$ cat src/rtl/store_handler.sv
// Purpose: eight-product store with owner restock, buy with revenue accumulation, and price change.
// Latency: one operation per clock edge; the result is visible on the outputs one cycle after sampling.
// Backpressure: none; every edge executes the presented mode, and rejected operations pulse error.
module store_handler (
  input  logic        clock,
  input  logic        reset,
  input  logic [1:0]  mode,
  input  logic [2:0]  productCode,
  input  logic [3:0]  itemCount,
  input  logic [3:0]  newPrice,
  output logic [7:0]  stockOut,
  output logic [3:0]  priceOut,
  output logic [7:0]  cost,
  output logic [15:0] revenue,
  output logic        done,
  output logic        error
);

  typedef enum logic [1:0] {
    MODE_CHARGE = 2'd0,
    MODE_BUY    = 2'd1,
    MODE_PRICE  = 2'd2,
    MODE_IDLE   = 2'd3
  } mode_e;

  localparam int NUM_PRODUCTS = 8;

  // Per-product state.
  logic [7:0]  stock_q [NUM_PRODUCTS];
  logic [7:0]  stock_d [NUM_PRODUCTS];
  logic [3:0]  price_q [NUM_PRODUCTS];
  logic [3:0]  price_d [NUM_PRODUCTS];

  // Accumulator and registered outputs.
  logic [15:0] revenue_q,   revenue_d;
  logic [7:0]  cost_q,      cost_d;
  logic [7:0]  stock_out_q, stock_out_d;
  logic [3:0]  price_out_q, price_out_d;
  logic        done_q,      done_d;
  logic        error_q,     error_d;

  // Views of the addressed product and the arithmetic each operation needs.
  mode_e       op;
  logic [7:0]  cur_stock;
  logic [3:0]  cur_price;
  logic [8:0]  charge_sum;
  logic        charge_ok;
  logic        buy_ok;
  logic [7:0]  buy_cost;
  logic [7:0]  buy_left;

  // Decode the addressed product and precompute the candidate results.
  always_comb begin
    op         = mode_e'(mode);
    cur_stock  = stock_q[productCode];
    cur_price  = price_q[productCode];
    // Nine-bit sum so a restock past 255 is caught instead of wrapping.
    charge_sum = {1'b0, cur_stock} + {5'b0, itemCount};
    charge_ok  = ~charge_sum[8];
    buy_ok     = ({4'b0, itemCount} <= cur_stock);
    // Full-width product: 15 * 15 = 225 still fits in eight bits.
    buy_cost   = {4'b0, itemCount} * {4'b0, cur_price};
    buy_left   = cur_stock - {4'b0, itemCount};
  end

  // Next-state and next-output logic for the operation on this edge.
  always_comb begin
    stock_d     = stock_q;
    price_d     = price_q;
    revenue_d   = revenue_q;
    cost_d      = 8'd0;
    stock_out_d = stock_out_q;
    price_out_d = price_out_q;
    done_d      = 1'b0;
    error_d     = 1'b0;

    unique case (op)
      MODE_CHARGE: begin
        price_out_d = cur_price;
        if (charge_ok) begin
          stock_d[productCode] = charge_sum[7:0];
          stock_out_d          = charge_sum[7:0];
          done_d               = 1'b1;
        end else begin
          stock_out_d = cur_stock;
          error_d     = 1'b1;
        end
      end

      MODE_BUY: begin
        price_out_d = cur_price;
        if (buy_ok) begin
          stock_d[productCode] = buy_left;
          stock_out_d          = buy_left;
          cost_d               = buy_cost;
          // Revenue wraps modulo 2^16 by construction of the 16-bit add.
          revenue_d            = revenue_q + {8'd0, buy_cost};
          done_d               = 1'b1;
        end else begin
          stock_out_d = cur_stock;
          error_d     = 1'b1;
        end
      end

      MODE_PRICE: begin
        price_d[productCode] = newPrice;
        price_out_d          = newPrice;
        stock_out_d          = cur_stock;
        done_d               = 1'b1;
      end

      MODE_IDLE: begin
        // Nothing changes; displayed stock and price hold.
      end

      default: begin
      end
    endcase
  end

  // State and output registers; reset wins over any operation on the same edge.
  always_ff @(posedge clock) begin
    if (reset) begin
      for (int i = 0; i < NUM_PRODUCTS; i++) begin
        stock_q[i] <= 8'd0;
        price_q[i] <= 4'(i + 1);
      end
      revenue_q   <= 16'd0;
      cost_q      <= 8'd0;
      stock_out_q <= 8'd0;
      price_out_q <= 4'd1;
      done_q      <= 1'b0;
      error_q     <= 1'b0;
    end else begin
      for (int i = 0; i < NUM_PRODUCTS; i++) begin
        stock_q[i] <= stock_d[i];
        price_q[i] <= price_d[i];
      end
      revenue_q   <= revenue_d;
      cost_q      <= cost_d;
      stock_out_q <= stock_out_d;
      price_out_q <= price_out_d;
      done_q      <= done_d;
      error_q     <= error_d;
    end
  end

  assign stockOut = stock_out_q;
  assign priceOut = price_out_q;
  assign cost     = cost_q;
  assign revenue  = revenue_q;
  assign done     = done_q;
  assign error    = error_q;

endmodule

$ cat config.mk
export PLATFORM = sky130hd
export DESIGN_NAME = store_handler
export DESIGN_NICKNAME = d
export VERILOG_FILES = /design/src/rtl/store_handler.sv
export SDC_FILE = /design/constraint.sdc
export NUM_CORES = 1
export LEC_CHECK = 0
export BUFFER_PORTS_ARGS = -buffer_cell sky130_fd_sc_hd__buf_2
export CORE_MARGIN = 5
export CORE_UTILIZATION = 40
export CTS_CLUSTER_DIAMETER = 100
export CTS_CLUSTER_SIZE = 24
export DETAILED_ROUTE_END_ITERATION = 10
export PLACE_DENSITY_LB_ADDON = 0.05
export SKIP_CTS_REPAIR_TIMING = 1
export SLEW_MARGIN = 20
export SYNTH_ARGS = -nofsm -noshare
export SYNTH_HDL_FRONTEND = slang
export SYNTH_SLANG_ARGS = --single-unit
$ cat constraint.sdc
create_clock -name clock -period 5.9 [get_ports clock]
set_input_delay 0.59 -clock clock [delete_from_list [all_inputs] [get_ports clock]]
set_output_delay 0.59 -clock clock [all_outputs]
set_load 0.005 [all_outputs]
## Word-level counts from Yosys, hierarchy flattened

Cells that the tools add are included.

| word-level totals | value |
|---|---|
| flip-flop bits (word level) | 134 |
| bits of input ports | 15 |
| output and inout port bits | 38 |
| word-level logic and storage cells | 71 |

| operators by class | value |
|---|---|
| add/sub/neg operators | 3 |
| multipliers | 1 |
| $lt $le $gt $ge | 3 |
| equal/unequal tests | 4 |
| mux-type cells | 26 |
| bitwise operators | 3 |
| reduce and logical (&&, ||, !) cells | 9 |

Operators by type and width:

| cell | number |
|---|---|
| $bwmux 64 | 2 |
| $mux 64 | 2 |
| $pmux 64 s2 | 1 |
| $mux 8 | 5 |
| $bwmux 32 | 1 |
| $bmux 8 s3 | 1 |
| $demux 8 s3 | 1 |
| $pmux 8 s3 | 1 |
| $add 16x8->16 | 1 |
| $bmux 4 s3 | 1 |
| $demux 4 s3 | 1 |
| $mux 4 | 3 |
| $add 8x4->9 | 1 |
| $le 4x8->1 | 1 |
| $mul 4x4->8 | 1 |
| $pmux 4 s2 | 1 |
| $sub 8x4->8 | 1 |
| $ge 4x4->1 const B | 1 |
| $lt 4x1->1 const B | 1 |
| $mux 1 | 4 |
| $ne 2x2->1 const B | 2 |
| $not 3->4 | 1 |
| $reduce_bool 2->1 | 2 |
| $pmux 1 s3 | 1 |
| 11 further kinds | 12 |

## Longest topological paths before layout

Gate-level depths: netlist (run 1).

| logic depth | value |
|---|---|
| depth in word-level cells | 8 |
| gate-level depth with buffers | 23 |
| depth with buffers taken out | 20 |

## Worst setup path after synthesis (run 1)

OpenSTA, ideal clock, no wires.

| timing | value |
|---|---|
| path type | input-to-reg |
| start | input port productCode[2] |
| end | register revenue_q[15] (netlist: revenue[15]) |
| library setup time | 0.070 ns |
| data arrival time | 5.554 ns |
| data required time | 5.830 ns |
| slack | 0.275 ns |
| stages | 23 |
| path buffers | 4 |
| cell sequence | buf_4 > buf_2 > buf_1 > buf_1 > mux2i_1 > o211ai_1 > a21oi_1 > nand2b_1 > fa_1 > inv_1 > fa_1 > inv_1 > fa_1 > inv_1 > a21o_1 > a21oi_1 > xnor2_1 > ha_1 > nand2_1 > o21ai_0 > a21oi_1 > or4_1 > a21oi_1 |

| on the way | value |
|---|---|
| longest elaborated chain between the ends | 6 |
| elaborated cells on any way between the ends | 11 |
| classes of those cells | add/sub: 1; mul: 1; order compare: 1; mux: 6; bitwise: 1; reduce/logical: 1 |

RTL lines:

| element | RTL line | text |
|---|---|---|
| from (decl) | 8 | `input logic [2:0] productCode,` |
| $not 3->4 (implied by the code) | 56 | `cur_price = price_q[productCode];` |
| $bmux 4 s3 | 56 |  |
| $mux 4 (implied by the code) (2 in a row) | 56 |  |
| $mul 4x4->8 | 62 | `buy_cost = {4'b0, itemCount} * {4'b0, cur_price};` |
| named net buy_cost[6] | 49 | `logic [7:0] buy_cost;` |
| $add 16x8->16 | 97 | `revenue_d = revenue_q + {8'd0, buy_cost};` |
| to (signal assigned) | 139 | `revenue_q <= revenue_d;` |
| to (decl) | 35 | `logic [15:0] revenue_q, revenue_d;` |

The timed path passes the listed nets, and every way through them passes these cells. The select of a mux whose other input is x is not followed.
A chain may end at the register's enable or synchronous reset.

## Worst setup path in the final report (run 1)

| timing | value |
|---|---|
| start | input port productCode[2] |
| end | register revenue_q[13] (netlist: revenue[13]) |

The elaborated chain is that of the path after synthesis.

==> results of run 1 <==
## flip-flops by register name, summed over array words and instances (netlist names)
| signal | cells |
|---|---|
| done | 1 |
| cost | 8 |
| priceOut | 4 |
| error | 1 |
| stockOut | 8 |
| price_q | 32 |
| stock_q | 64 |
| revenue | 16 |
## synth_stat cells, drive strengths merged, types with 25 or more instances
library cell  count  area [µm²]
dfxtp           134        2683
nor2             87       326.6
nand2            43       161.4
clkbuf           34       127.6
a21oi            44       220.2
nand3b           25       187.7
ha               34       425.4
inv              32       120.1
o21ai            41       216.5
nand2b           38       237.7
mux2i            59       603.1
## through the flow
step | util [%] | worst slack [ns] | power, mW | hold WS, ns
after CTS | 46.68 | 0.7138 | 2.465 | 0.4582
after global routing | 46.68 | 0.3141 | 2.549 | 0.4814
final | 46.68 | 0.6695 | 2.442 | 0.4543
after detailed placement | 43.33 | 0.2975 | 1.340 | 0.4489
after global placement | 43.33 | 0.4171 | 1.337 | 0.4403
after floorplan | - | 0.2752 | 1.234 | 0.4296
## critical path: stages
cell and delay, ns:
buf_2 0.27, and2_1 0.31, a22oi_1 0.13, o22ai_1 0.16, a21oi_1 0.13, nand2b_1 0.20, fa_1 0.54, inv_1 0.06
fa_1 0.56, inv_1 0.06, fa_1 0.45, xnor2_1 0.19, ha_1 0.30, and2_1 0.16, a311oi_1 0.40, o21ai_0 0.21
a21oi_1 0.50, or4_1 0.19, a21oi_1 0.06
## final timing paths
path | from | to | slack (ns) | cells past startpoint
max | productCode[2] | revenue[13]$_SDFFE_PP0P_ | 0.67 | 19
min | stock_q[32]$_SDFFE_PP0P_ | stock_q[32]$_SDFFE_PP0P_ | 0.45 | 2
max reg2reg | price_q[11]$_SDFFE_PP0P_ | revenue[13]$_SDFFE_PP0P_ | 0.92 | 18
min reg2reg | stock_q[32]$_SDFFE_PP0P_ | stock_q[32]$_SDFFE_PP0P_ | 0.45 | 2
## power by group through the flow
stage | Combinational [mW] | Clock, mW | Sequential, mW
after floorplan | 0.270 | 0 | 0.963
final | 0.375 | 1.12 | 0.946
after CTS | 0.377 | 1.14 | 0.946
after global placement | 0.372 | 0 | 0.965
after detailed placement | 0.374 | 0 | 0.966
after global routing | 0.416 | 1.19 | 0.948
## kinds of logic (layout without fill, tap and decap cells)
kind of cell / Yosys count / count (layout) / synth area share [%]
AND/OR/NAND/NOR: 270 / 270 / 18.88
AO/OA/AOI/OAI: 194 / 194 / 18.59
flip-flops: 134 / 134 / 35.21
buffers and inverters: 86 / 140 / 4.959
multiplexers: 85 / 85 / 12.64
adder cells (fa/ha/maj): 41 / 41 / 7.422
XOR/XNOR: 20 / 20 / 2.299
## cell type report
class,count,area [µm²]
fillers,1797,9973
multi-input cells,610,4567
flip-flops and latches,134,2683
clock buffers,22,484.2
repair buffers,76,442.9
well taps,234,292.8
clock inverters,10,142.6
inverters,32,120.1
## routing by layer
metal | wire, µm | track usage, %
met3 | 927 | 4.139
met5 | 0 | 0
met1 | 10490 | 27.41
met2 | 9376 | 30.40
met4 | 277 | 4.711
==> out/metrics.cfg, run 1 <==
[flow_run]
cap_violations = 0

[drt]
viasPerCell = 5.569
wire_per_inst_um = 18.85
dr.pass1.iters = 5
wl_um = 21070
drc_errors = 0
drtIter0Drc = 432
num_vias = 6226
final_antenna_net_count = 0

[synth]
synth_async_sr_flop_share_pct = 0
syn_area_per_cell_um2 = 9.180
synth_edf_count = 0
syn_nets = 886
yosysSeqAreaShare_pct = 35.21
syn_inst = 830
synth-seq-cells = 134
synth_flop_cell = dfxtp_1
yosys.cell_types.count = 76
syn-cell-area_um2 = 7620
synth-warning-count = 0

[cells_and_area]
final_cell_mix = dfxtp_1 (134), nor2_1 (87), mux2i_1 (58)
final_cells = 1118
nNetsFinal = 927
synthToLayoutAreaGrowth_pct = 14.60
diodes = 0
final_common_cell = dfxtp_1
drive_gt1_share_pct = 17.42
fin_area_um2 = 8732

[critical_path]
required_ns = 6.15
startpoint_type = input pin
arrival_ns = 5.48
setup.worst_path.end_class = flip-flop
worstPathMaxFanout = 13
path_class = in -> reg

[die]
die_h_um = 148.0
start_util_pct = 40.74
core_area_um2 = 18710
die_w_um = 148.0
die_area_um2 = 21910
rows = 50
io_pins = 53

[grt]
grt_pass1_wl_um = 33740
grt_pass1_vias = 6017
grt_use_total_pct = 19.41
grt_max_degree = 93
grt_antenna_before_repair = 1
overflow = 0

[status]
status = finished clean

[place]
placed_area_um2 = 8105
dp_hpwl_um = 15010
placedCellCount = 1086
placement.io_buffers = 52
gp_routability_congestion = 0.8821

[clocking]
clockRootBuffer = clkbuf_16
clock-sinks = 134
clk_pin_slew_ns = 0.06
cts_tree = yes
cts_buffers = 17
htree_levels = 4
clk_latency_ns = 0.42
max-clock-path-buffers = 2

[sta]
finalClockSkew_ns = 0.01351
finalHoldViolCount = 0
rsz0062_at_grt = no
maxSlewHeadroom_pct = 31.25
worstMarginPinSlew_ns = 1.031
setup_tns_ns = 0
setup_viol = 0
slew_violations = 0
min_period_over_period_pct = 88.65
fmaxAchievable_ghz = 0.1912
period_minus_slack_ns = 5.231

[power]
swShare_pct = 26.49
p_sw_mw = 0.6467
seq_power_share_pct = 38.7
peakVddDrop_v = 0.0001905
power_density_nw_per_um2 = 279.6
p_leak_nw = 3.495
internal-power_mw = 1.795
pwr-share-comb_pct = 15.4
pwr-share-clk_pct = 45.9

[min_path]
hold_path.class = reg -> reg

No activity file was read; power rests on OpenSTA's default activity.
==> inputs of run 2 (changes only) <==
--- a/config.mk
+++ b/config.mk
@@ -8,11 +8,11 @@
 export BUFFER_PORTS_ARGS = -buffer_cell sky130_fd_sc_hd__buf_2
 export CORE_MARGIN = 5
 export CORE_UTILIZATION = 40
+export CTS_BUF_LIST = sky130_fd_sc_hd__clkbuf_4 sky130_fd_sc_hd__clkbuf_8
 export CTS_CLUSTER_DIAMETER = 100
 export CTS_CLUSTER_SIZE = 24
 export DETAILED_ROUTE_END_ITERATION = 10
 export PLACE_DENSITY_LB_ADDON = 0.05
-export SKIP_CTS_REPAIR_TIMING = 1
 export SLEW_MARGIN = 20
 export SYNTH_ARGS = -nofsm -noshare
 export SYNTH_HDL_FRONTEND = slang
==> out/metrics.cfg, run 2 (synthesis results as in run 1) <==
[sta]
min_period_over_period_pct = 87.95  ; -0.71 points
slew_violations = 0  ; unchanged
finalHoldViolCount = 0  ; unchanged
hold_ws_ns = 0.4572  ; +0.002839 ns
setup_tns_ns = 0  ; unchanged
setup_viol = 0  ; unchanged
worstMarginPinSlew_ns = 1.002  ; -0.02901 ns
fmaxAchievable_ghz = 0.1927  ; +0.80%
rsz0062_at_grt = no
finalClockSkew_ns = 0.01502  ; +0.001512 ns
period_minus_slack_ns = 5.189  ; -0.04163 ns
maxSlewHeadroom_pct = 33.18  ; +1.9 points

[drt]
final_antenna_net_count = 0  ; unchanged
wire_per_inst_um = 18.72  ; -0.67%
num_vias = 6196  ; -0.48%
wl_um = 20930  ; -0.67%
viasPerCell = 5.542  ; -0.48%
drtIter0Drc = 427  ; -1.2%
dr.pass1.iters = 5  ; unchanged
drc_errors = 0  ; unchanged

[cells_and_area]
largest_reg_flops = 64  ; unchanged
filler_cell_count = 1822  ; +1.4%
final_cell_mix = dfxtp_1 (134), nor2_1 (87), mux2i_1 (58)
post-route-util_pct = 45.68  ; -1.0 points
synthToLayoutAreaGrowth_pct = 12.13
nNetsFinal = 927  ; unchanged
final_common_cell = dfxtp_1
largest-register = stock_q
drive_gt1_share_pct = 17.53  ; +0.11 points
diodes = 0  ; unchanged

[die]
core_area_um2 = 18710  ; unchanged
io_pins = 53  ; unchanged
die_w_um = 148.0  ; unchanged
die_h_um = 148.0  ; unchanged
start_util_pct = 40.74  ; unchanged
die_area_um2 = 21910  ; unchanged
rows = 50  ; unchanged

[place]
placement.io_buffers = 52  ; unchanged
gp_routability_congestion = 0.8821  ; unchanged
dp_hpwl_um = 15010  ; unchanged

[power]
power_density_nw_per_um2 = 253.1  ; -9.5%
peakVddDrop_v = 0.0001361  ; -29%
p_leak_nw = 3.412  ; -2.4%

[grt]
grt_pass1_wl_um = 33720  ; about the same
grt_use_total_pct = 19.41  ; unchanged
overflow = 0  ; unchanged
grt_max_degree = 93  ; unchanged
grt_antenna_before_repair = 1  ; unchanged
grt_pass1_vias = 6005  ; -0.20%

[clocking]
htree_levels = 4  ; unchanged
clockRootBuffer = clkbuf_8
max-clock-path-buffers = 2  ; unchanged
cts_buffers = 17  ; unchanged
cts_resized = 0
clk_latency_ns = 0.44  ; +0.02 ns
clk_pin_slew_ns = 0.07  ; about the same
clock-sinks = 134  ; unchanged
cts_tree = yes
hold_buffers = 0
postCtsSetupRepairBufs = 0

[critical_path]
startpoint_type = input pin
r2r-end = revenue[13]$_SDFFE_PP0P_
worstPathMaxFanout = 13  ; unchanged
setup.worst_path.end_class = flip-flop
critPathLaunch = productCode[2]
required_ns = 6.17  ; +0.02 ns
rr_worst_depth = 18  ; unchanged
path_class = in -> reg
r2r_start = price_q[11]$_SDFFE_PP0P_
cp_slowest_cell = fa_1
arrival_ns = 5.46  ; -0.02 ns
path_cells = buf_2 > and2_1 > a22oi_1 > o22ai_1 > a21oi_1 > nand2b_1 > fa_1 > inv_1 > fa_1 > inv_1 > fa_1 > xnor2_1 > ha_1 > and2_1 > a311oi_1 > o21ai_0 > a21oi_1 > or4_1 > a21oi_1
cpPeakStageDelay_ns = 0.56  ; about the same
regToRegSetupSlack_ns = 0.95  ; +0.03 ns

[min_path]
hold_start = stock_q[32]$_SDFFE_PP0P_
hold_path_end = stock_q[32]$_SDFFE_PP0P_
hold_path.class = reg -> reg
hold_depth = 2  ; unchanged

[status]
status = finished clean

[flow_run]
cap_violations = 0  ; unchanged

-- run 2: cell types whose count changed in the layout (fill, tap and decap cells not counted) --
cell	change
clkbuf_4	+1
clkbuf_8	+17
clkbuf_1	-1
clkbuf_16	-17
-- run 2: worst max-delay path, delay by kind of cell --
kind	cells	cell delay, ns
compound gates	7	1.58
xor+xnor	1	0.19
fa+ha+maj	4	1.85
buf+inv	3	0.39
simple gates	4	0.87
-- run 2: through the flow --
step	setup WS (ns)	std cells	total power, mW	area, µm²
finish	0.7111	1118	2.163	8544
global route	0.3564	1118	2.270	8544
CTS	0.7530	1118	2.186	8544
detailed placement	0.2975	1086	1.340	8105
global placement	0.4171	1086	1.337	8105
floorplan	0.2752	830	1.234	7620
-- run 2: where the power goes --
group,total [mW],switching (mW),internal [mW]
clock network,0.843,0.372,0.471
registers,0.944,0.0144,0.930
logic,0.375,0.224,0.151
-- run 2: worst max-delay path by stage --
stage                          endpoint  slack (ns)
6_report       revenue[13]$_SDFFE_PP0P_        0.71
5_1_grt        revenue[11]$_SDFFE_PP0P_        0.36
4_1_cts        revenue[13]$_SDFFE_PP0P_        0.75
3_5_place_dp   revenue[15]$_SDFFE_PP0P_        0.30
3_3_place_gp   revenue[15]$_SDFFE_PP0P_        0.42
2_1_floorplan  revenue[15]$_SDFFE_PP0P_        0.28
-- run 2: per-layer routing --
metal | GRT usage (%) | routed length [µm] | vias to the layer above
met5 | 0 | 0 | -
met4 | 4.850 | 344 | 0
met3 | 3.832 | 868 | 27
li1 | - | - | 3075
met1 | 27.58 | 10440 | 2963
met2 | 30.35 | 9272 | 131
-- run 2: layout make-up --
type	count	area [µm²]	area share (%)
inverter	32	120.1	1.406
tap	234	292.8	3.427
timing repair buffer	76	442.9	5.184
clock inverter	10	142.6	1.669
clock buffer	22	296.5	3.470
multi-input combinational	610	4567	53.45
sequential	134	2683	31.40
